File: src/rtl/io_input_conditioner.sv
// ---------------------------------------------------------------------------
// io_input_conditioner
//
// Front end for the memory-mapped input peripheral. Raw board switches and
// push-buttons are synchronised to i_clk and debounced. The clean switch word
// and button nibble feed the load-side input buffer. One-cycle press pulses are
// produced for interrupt or sticky-flag logic.
//
// Ports:
//   i_clk        core clock; all state changes on the rising edge
//   i_rst_n      asynchronous, active-low reset (clears every flop)
//   i_sw_raw     raw switch levels, asynchronous to i_clk
//   i_btn_raw    raw button levels, asynchronous to i_clk
//   o_io_sw      debounced switch word; all 32 bits change on the same edge
//   o_io_btn     debounced, polarity-corrected buttons (1 = pressed)
//   o_btn_pulse  one cycle high on each debounced press (0->1 of o_io_btn)
//
// Every output is a flop, or a function of flops only. There is no
// combinational path from a raw input to an output.
// ---------------------------------------------------------------------------
module io_input_conditioner #(
  parameter int SYNC_STAGES    = 2,
  parameter int BTN_DB_CYCLES  = 500000,
  parameter int SW_DB_CYCLES   = 500000,
  parameter bit BTN_ACTIVE_LOW = 1'b1
) (
  input  logic        i_clk,
  input  logic        i_rst_n,
  input  logic [31:0] i_sw_raw,
  input  logic [3:0]  i_btn_raw,
  output logic [31:0] o_io_sw,
  output logic [3:0]  o_io_btn,
  output logic [3:0]  o_btn_pulse
);

  localparam int BCW = $clog2(BTN_DB_CYCLES + 1);
  localparam int SCW = $clog2(SW_DB_CYCLES + 1);
  localparam logic [BCW-1:0] BCNT_LAST = BCW'(BTN_DB_CYCLES - 1);
  localparam logic [SCW-1:0] SCNT_LAST = SCW'(SW_DB_CYCLES - 1);

  // The polarity is corrected ahead of the first synchroniser flop. Reset (0)
  // therefore always means "released" throughout the chain.
  logic [3:0] btn_in;
  assign btn_in = BTN_ACTIVE_LOW ? ~i_btn_raw : i_btn_raw;

  // Synchroniser chains
  logic [SYNC_STAGES-1:0][3:0]  btn_sync_q, btn_sync_d;
  logic [SYNC_STAGES-1:0][31:0] sw_sync_q,  sw_sync_d;
  logic [3:0]  btn_s;
  logic [31:0] sw_s;

  always_comb begin
    btn_sync_d    = '0;
    sw_sync_d     = '0;
    btn_sync_d[0] = btn_in;
    sw_sync_d[0]  = i_sw_raw;
    for (int i = 1; i < SYNC_STAGES; i++) begin
      btn_sync_d[i] = btn_sync_q[i-1];
      sw_sync_d[i]  = sw_sync_q[i-1];
    end
  end

  assign btn_s = btn_sync_q[SYNC_STAGES-1];
  assign sw_s  = sw_sync_q[SYNC_STAGES-1];

  // Button debounce, with an independent counter for each bit. The counter
  // measures how long btn_s has disagreed with the output. Any cycle of
  // agreement clears it, so a glitch restarts the count.
  logic [3:0][BCW-1:0] bcnt_q, bcnt_d;
  logic [3:0]          btn_q, btn_d;
  logic [3:0]          btn_prev_q, btn_prev_d;

  always_comb begin
    bcnt_d     = bcnt_q;
    btn_d      = btn_q;
    btn_prev_d = btn_q;
    for (int k = 0; k < 4; k++) begin
      if (btn_s[k] == btn_q[k]) begin
        bcnt_d[k] = '0;
      end else if (bcnt_q[k] == BCNT_LAST) begin
        btn_d[k]  = btn_s[k];
        bcnt_d[k] = '0;
      end else begin
        bcnt_d[k] = bcnt_q[k] + BCW'(1);
      end
    end
  end

  // Switch debounce uses one counter for the whole word. The candidate
  // register sw_c holds the value being timed. Any change of any bit reloads
  // sw_c and restarts the window. The whole word is committed at once, so a
  // partially updated word is never seen.
  logic [31:0]    sw_c_q, sw_c_d;
  logic [31:0]    sw_q,   sw_d;
  logic [SCW-1:0] scnt_q, scnt_d;

  always_comb begin
    sw_c_d = sw_c_q;
    sw_d   = sw_q;
    scnt_d = scnt_q;
    if (sw_s != sw_c_q) begin
      sw_c_d = sw_s;
      scnt_d = '0;
    end else if (sw_c_q != sw_q) begin
      if (scnt_q == SCNT_LAST) begin
        sw_d   = sw_c_q;
        scnt_d = '0;
      end else begin
        scnt_d = scnt_q + SCW'(1);
      end
    end else begin
      scnt_d = '0;
    end
  end

  always_ff @(posedge i_clk or negedge i_rst_n) begin
    if (!i_rst_n) begin
      btn_sync_q <= '0;
      sw_sync_q  <= '0;
      bcnt_q     <= '0;
      btn_q      <= '0;
      btn_prev_q <= '0;
      sw_c_q     <= '0;
      sw_q       <= '0;
      scnt_q     <= '0;
    end else begin
      btn_sync_q <= btn_sync_d;
      sw_sync_q  <= sw_sync_d;
      bcnt_q     <= bcnt_d;
      btn_q      <= btn_d;
      btn_prev_q <= btn_prev_d;
      sw_c_q     <= sw_c_d;
      sw_q       <= sw_d;
      scnt_q     <= scnt_d;
    end
  end

  assign o_io_sw     = sw_q;
  assign o_io_btn    = btn_q;
  assign o_btn_pulse = btn_q & ~btn_prev_q;

endmodule

File: config.mk
export PLATFORM = sky130hd
export DESIGN_NAME = io_input_conditioner
export DESIGN_NICKNAME = d
export VERILOG_FILES = /design/src/rtl/io_input_conditioner.sv
export SDC_FILE = /design/constraint.sdc
export NUM_CORES = 1
export LEC_CHECK = 0
export BUFFER_PORTS_ARGS = -buffer_cell sky130_fd_sc_hd__buf_2
export CAP_MARGIN = 20
export CORE_ASPECT_RATIO = 1.5
export CORE_MARGIN = 8
export CORE_UTILIZATION = 45
export CTS_CLUSTER_DIAMETER = 60
export DETAILED_ROUTE_END_ITERATION = 16
export PLACE_DENSITY = 0.73
export SYNTH_ARGS = -nofsm -noshare
export SYNTH_HDL_FRONTEND = slang
export SYNTH_SLANG_ARGS = --single-unit
File: constraint.sdc
create_clock -name i_clk -period 3.05 [get_ports i_clk]
set_input_delay 0.305 -clock i_clk [delete_from_list [all_inputs] [get_ports i_clk]]
set_output_delay 0.305 -clock i_clk [all_outputs]
set_load 0.01 [all_outputs]
**After elaboration in Yosys (flattened, before gate mapping)**

Cells that the tools add are included.

- Reductions and logical operators: 5
- Bitwise operators: 8
- Mux-type cells: 11
- Equal/unequal tests: 11
- $add $sub $neg: 5

Operators with widths:

| kind | number |
|---|---|
| $mux 19 | 11 |
| $add 19x1->19 const B | 5 |
| $eq 19x19->1 const B | 5 |
| $ne 32x32->1 | 2 |
| $not 4->4 | 2 |
| $reduce_and 2->1 | 4 |
| $not 1->1 | 5 |
| $and 4x4->4 | 1 |
| $eq 1x1->1 | 4 |
| $reduce_and 3->1 | 1 |

- Word-level logic and storage cells: 56
- Bits in registers: 239
- Input port bits: 38

**Depth between registers and ports, before layout**

Gate-level depths: netlist of run 1.

- Depth after elaboration: 4
- Gate-level depth with buffers: 7

**Worst setup path after synthesis of run 1**

Ideal clock, no wire load.

- Path type: register to register
- Start: register sw_q[23] (netlist: o_io_sw[23])
- End: register sw_q[10] (netlist: o_io_sw[10])
- Stages on the path, launching flop included: 7
- Path slack: 1069 ps
- Arrival: 1856 ps
- Library setup time: 125 ps
- Buffers on the path: 1
- Clock period less this slack: 1981 ps
- Cells stage by stage: dfrtp_1 xor2_1 nor4_2 nand4_1 o2111ai_2 buf_6 mux2_4

- Word-level cells in the longest chain between the ends: 2

RTL lines:

| item | line | text |
|---|---|---|
| start: declaration | 94 | `logic [31:0] sw_q, sw_d;` |
| start signal: assignment | 133 | `sw_q <= sw_d;` |
| $ne 32x32->1 | 104 | `end else if (sw_c_q != sw_q) begin` |
| $reduce_and 3->1 (no line) | n/a |  |

Every way passes these cells.
A chain may end at the register's enable or synchronous reset.

**Worst setup path in the final report of run 1**

- Start: register sw_c_q[18]
- End: register sw_q[31] (netlist: o_io_sw[31])

- Word-level cells in the longest chain between the ends: 3
- Elaborated cells on any way between the ends: 4

RTL lines:

| item | line | text |
|---|---|---|
| start: declaration | 93 | `logic [31:0] sw_c_q, sw_c_d;` |
| start signal: assignment | 132 | `sw_c_q <= sw_c_d;` |
| $ne 32x32->1 | 101 | `if (sw_s != sw_c_q) begin` |
| $not 1->1 (no line) | n/a |  |
| $reduce_and 3->1 (no line) (*) | n/a |  |

Mark *: on every way between the ends. The rest lies on a longest branch, timed or not.

==> results of run 1 <==
## metal layers
layer	GRT usage [%]	share of wire, %
met5	0	0
met4	5.08	3.0
met3	2.65	3.9
met2	25.1	52
met1	17.3	41
## where the power goes
part	internal (mW)	switching (mW)
registers	3.25	0.0670
logic	0.111	0.132
clock network	2.00	1.22
total	5.36	1.42
## final cells by class
type | instances | area [µm²] | share of cell area (%)
repair buffers | 123 | 846 | 7.33
inverters | 14 | 52.6 | 0.456
clock inverters | 14 | 220 | 1.91
flip-flops and latches | 239 | 5980 | 51.8
well taps | 268 | 335 | 2.91
clock buffers | 28 | 667 | 5.78
multi-input cells | 481 | 3430 | 29.8
## state kept, by name (all words and copies together) (netlist names)
signal,flops
scnt_q,19
btn_prev_q,4
btn_s,4
btn_sync_d,4
sw_sync_d,32
sw_c_q,32
o_io_sw,32
bcnt_q,76
o_io_btn,4
sw_s,32
## synthesized netlist by cell type, drive strengths merged (3+ instances only)
cell type / n
or2: 6
nor3: 31
buf: 12
nor4b: 3
nor3b: 3
xor2: 80
nor2: 100
nand3: 23
nor4: 21
nand2: 33
nor2b: 6
ha: 5
nand4: 40
and4: 5
mux2: 36
and3: 3
inv: 14
dfrtp: 239
clkbuf: 33
or4: 3
xnor2: 73
## through the flow
step	hold WS (ns)	cell area (µm²)	std cells
6_report	0.347	11500	1167
3_5_place_dp	0.335	10300	1088
5_1_grt	0.352	11500	1167
4_1_cts	0.349	11500	1167
3_3_place_gp	0.332	10300	1088
2_1_floorplan	0.00941	9660	779
## kinds of logic after synthesis
kind of cell	after synthesis	synth area share (%)
AO/OA/AOI/OAI	2	0.285
XOR/XNOR	153	13.9
adder cells (fa/ha/maj)	5	0.647
buffers and inverters	59	2.68
flip-flops	239	61.9
multiplexers	36	5.36
AND/OR/NAND/NOR	285	15.3
## timing repair
item,in CTS,in global routing
hold buffers,37,0
endpoints found under the hold margin,126,0
gates resized for setup,0,0
## critical path, cell delays in order (launching register included)
cell and delay, ns:
dfrtp_1 0.42, xor2_1 0.19, nor4_1 0.35, nand4_1 0.26, o2111ai_4 0.25, buf_4 0.40
mux2_2 0.38
## worst paths after layout
check | startpoint | to | slack (ns) | cells past startpoint
worst max-delay path | sw_c_q[18] | o_io_sw[31] | 0.67 | 6
worst min-delay path | sw_sync_d[38] | sw_s[6] | 0.35 | 0
worst max register to register | sw_c_q[18] | o_io_sw[31] | 0.67 | 6
worst min register to register | sw_sync_d[38] | sw_s[6] | 0.35 | 0
max in group asynchronous | i_rst_n | sw_s[28] | 1.82 | 3
min in group asynchronous | i_rst_n | bcnt_q[1] | 0.38 | 2
==> results.md, run 1 <==
* Status: finished, final reports clean
* Area delta synth->final at 19.4%
* Post-synth EDFFs at 0
* Area contributors post-synth: dfrtp_1, xor2_1, xnor2_1
* Arr. time, crit path at 2.78 ns
* RSZ-0062 raised after global routing: false
* Overall power at 6.78 mW
* Slew margin rel. at 44.8%
* Pwr Density at 587 nW/µm²
* Crit path capture type: flop
* Final Util at 54.8%
* Post-synthesis async set-or-reset flop share at 100%
* First-pass GRT wire length at 31300 µm
* Post-route minimum period at 2.38 ns
* DRC viols at 0
* Avg Cell Area, Syn at 12.4 µm²
* Clk pin slew, worst setup/hold paths at 0.07 ns
* Worst ir drop on vdd at 0.520 mV
* Hpwl dp at 12700 µm
* Leakage at 5.27 nW
* Number of global-route vias before repair at 6276
* Area of the die at 26500 µm²
* Setup tns final at 0 ns
* Filler instances at 1754
* WL/cell at 15.8 µm
* Final RePlAce weighted congestion at 0.796
* CTS max path bufs at 3
* Clock sinks at 239
* Cell chosen for the clock root: clkbuf_16
* Routed Antenna Nets at 0
* Final hold vios at 0
* Drt via density at 5.01
* Required @ worst endpoint at 3.45 ns
* Mapped Area at 9660 µm²
* CTS tree: yes
* Worst-Skew Late Latency at 0.51 ns
* H-tree levels at 1
* Final Max Tran Viols at 0
* Share of the synthesized area in the top cell type at 61.9%
* #FFs+latches synth at 239
* Ports at 78
* Min-Delay Path Class: flop to flop
* Core area at 21100 µm²
* Part of the cycle the worst path needs at 78.0%
* Most frequent cells in the layout: dfrtp_1, nor2_1, xor2_1, buf_2, xnor2_1
* Final worst slack at 0.670 ns
* Most common cell after layout, fill and taps aside: dfrtp_1
* Post-Route WL at 18400 µm
* Syn nets at 822
* Ys flop type: dfrtp_1
* First drt pass iteration count at 4
* Cell count after synthesis at 779
* FP Rows at 65
* Chip height at 195 µm
* Initial antenna violation count at 0
* Fmax at 420 MHz
* Worst-path fanout max at 21
* Cts bufs inserted at 24
* I/O Buffers at 77
* Synth area leader: dfrtp_1
* Max-cap violations at 0
* Register area share after synthesis at 61.9%
* Slew @ Worst Pin at 0.821 ns
* Initial DRC count at 249
* Setup Crit Path Kind: flop to flop
* Initial Utilization at 45.9%
* Synthesis Warnings at 0
* Share of layout cells above drive strength 1 at 19.9%
* Synth unique cells at 36
* Tot GR Track Use at 14.4%
* GRT overflow at 0
* Largest net degree at the start of global routing at 96
* Post-Place Setup Slack at 0.693 ns
* Via count at 5841
* Startpoint Class: flop
* Post-layout nets at 926
* Clock Skews at 0.0231 ns
* Antenna diodes at 0
* Post-CTS Setup Repair Bufs at 0
* Width of the die at 136 µm
* Final setup violating endpoints at 0
Power figures use the tool's default switching activity.
==> inputs of run 2 (changes only) <==
PLACE_DENSITY = 0.75   (was 0.73)
clock period = 2.1 ns   (was 3.05 ns; I/O delays follow)
==> results.md, run 2 (synthesized netlist as in run 1, its figures left out) <==
* Status: finished with violations (was finished, final reports clean)
* Failing checks: negative setup slack
* Worst ir drop on vdd at 0.624 mV (was 0.520 mV)
* Final hold vios at 0 (unchanged)
* H-tree levels at 1 (unchanged)
* Initial Utilization at 45.9% (unchanged)
* CTS max path bufs at 3 (unchanged)
* Filler instances at 1677 (was 1754)
* Min-Delay Path Class: primary input to async pin (was flop to flop)
* Core area at 21100 µm² (unchanged)
* Initial DRC count at 181 (was 249)
* Final RePlAce weighted congestion at 0.839 (was 0.796)
* Via count at 6016 (was 5841)
* Cell Area, Placed at 10700 µm² (was 10300 µm²)
* Arr. time, crit path at 2.61 ns (was 2.78 ns)
* Share of layout cells above drive strength 1 at 24.7% (was 19.9%)
* Ports at 78 (unchanged)
* Largest net degree at the start of global routing at 65 (was 96)
* Startpoint Class: flop (unchanged)
* Max reg flops at 76 (unchanged)
* CP max stage delay at 0.40 ns (was 0.42 ns)
* Slew margin rel. at 66.5% (was 44.8%)
* WL met1 at 7730 µm (was 7620 µm)
* I/O Buffers at 77 (unchanged)
* First drt pass iteration count at 4 (unchanged)
* Pwr Density at 783 nW/µm² (was 587 nW/µm²)
* Required @ worst endpoint at 2.49 ns (was 3.45 ns)
* FP Rows at 65 (unchanged)
* Initial antenna violation count at 0 (unchanged)
* Reg with most FFs: bcnt_q (unchanged)
* Setup Crit Path Kind: flop to flop (unchanged)
* Final worst slack at -0.124 ns (was 0.670 ns)
* Metal2 WL at 10300 µm (was 9520 µm)
* Crit path capture type: flop (unchanged)
* Antenna diodes at 0 (unchanged)
* CTS tree: yes (unchanged)
* Cell chosen for the clock root: clkbuf_16 (unchanged)
* WL/cell at 16.0 µm (was 15.8 µm)
* Area delta synth->final at 24.4% (was 19.4%)
* Worst-Skew Late Latency at 0.52 ns (was 0.51 ns)
* Post-layout nets at 981 (was 926)
* Post-Route WL at 19500 µm (was 18400 µm)
* Final setup violating endpoints at 32 (was 0)
* First-pass GRT wire length at 32500 µm (was 31300 µm)
* Worst-path fanout max at 8 (was 21)
* Final Util at 57.1% (was 54.8%)
* Final Max Tran Viols at 0 (unchanged)
* Width of the die at 136 µm (unchanged)
* R2R Setup Slk at -0.12 ns (was 0.67 ns)
* Clk pin slew, worst setup/hold paths at 0.07 ns (about the same)
* GRT overflow at 0 (unchanged)
* Max-cap violations at 0 (unchanged)
* Slowest CP cell: nor4_4 (was dfrtp_1)
* Overall power at 9.42 mW (was 6.78 mW)
* Most common cell after layout, fill and taps aside: dfrtp_1 (unchanged)
* Drt via density at 4.92 (was 5.01)
* DR WL met3 at 890 µm (was 726 µm)
* Post-Place Setup Slack at -0.156 ns (was 0.693 ns)
* Clock sinks at 239 (unchanged)
* Cts bufs inserted at 23 (was 24)
* Tot GR Track Use at 15.1% (was 14.4%)
* Most frequent cells in the layout: dfrtp_1, nor2_1, xor2_1, buf_2, xnor2_1 (unchanged)
* Hpwl dp at 13200 µm (was 12700 µm)
* Area of the die at 26500 µm² (unchanged)
* Number of global-route vias before repair at 6584 (was 6276)
* Clock Skews at 0.0268 ns (was 0.0231 ns)
* Leakage at 5.59 nW (was 5.27 nW)
* Setup tns final at -3.40 ns (was 0 ns)
* Critical-path cell list: buf_4 -> xnor2_2 -> nand4_1 -> nor4_4 -> o2111ai_4 -> buf_6 -> buf_12 -> mux2_4 (was xor2_1 -> nor4_1 -> nand4_1 -> o2111ai_4 -> buf_4 -> mux2_2)
* DRC viols at 0 (unchanged)
* Max Used Layer: met4 (unchanged)
* Design Area, Final at 12000 µm² (was 11500 µm²)
* Routed Antenna Nets at 0 (unchanged)
* Post-route minimum period at 2.22 ns (was 2.38 ns)
* Part of the cycle the worst path needs at 106% (was 78.0%)
* Slew @ Worst Pin at 0.502 ns (was 0.821 ns)
* RSZ-0062 raised after global routing: true (was false)
* Chip height at 195 µm (unchanged)
* Fmax at 450 MHz (was 420 MHz)
[run 2: per-layer routing]
layer	GRT usage [%]	up-vias
met5	0	-
met2	26.8	106
met3	2.88	34
met1	17.2	2975
li1	-	2901
met4	5.86	0
[run 2: layout make-up]
type	count	area, µm²	share of cell area, %
multi-input cells	481	3480	29.0
well taps	268	335	2.79
inverters	14	52.6	0.437
repair buffers	179	1400	11.6
clock buffers	33	663	5.52
flip-flops and latches	239	5980	49.8
clock inverters	9	110	0.916
[run 2: final timing paths]
kind | start | end | cells past startpoint
max | sw_c_q[3] | o_io_sw[6] | 8
min | i_rst_n | bcnt_q[12] | 2
max reg2reg | sw_c_q[3] | o_io_sw[6] | 8
min reg2reg | sw_sync_d[53] | sw_s[21] | 0
max in group asynchronous | i_rst_n | bcnt_q[25] | 3
min in group i_clk | i_sw_raw[26] | sw_sync_d[58] | 2
[run 2: report_power, final]
group / switching, mW / internal (mW)
Combinational: 0.210 / 0.189
Clock: 1.74 / 2.46
Sequential: 0.0933 / 4.72
Total: 2.04 / 7.37
[run 2: metrics by stage]
stage               hold WS [ns]  instances
detailed placement         0.190       1132
global route               0.262       1223
finish                     0.231       1223
global placement           0.190       1132
CTS                        0.240       1222
floorplan                -0.0856        779
[run 2: timing repair]
action                                  CTS  global route
cloned                                    3             0
hold endpoints to repair                 94             0
hold buffers                             37             0
setup buffers                             8             1
pin swaps                                 5             6
gates resized for setup                   8             5
endpoints found under the setup margin   32            32
[run 2: critical path, delay by kind of cell, from the launching register on]
kind | cells | cell delay, ns
buf+inv | 3 | 0.47
simple gates | 2 | 0.58
flops | 1 | 0.39
compound gates | 1 | 0.20
mux | 1 | 0.29
xor+xnor | 1 | 0.14
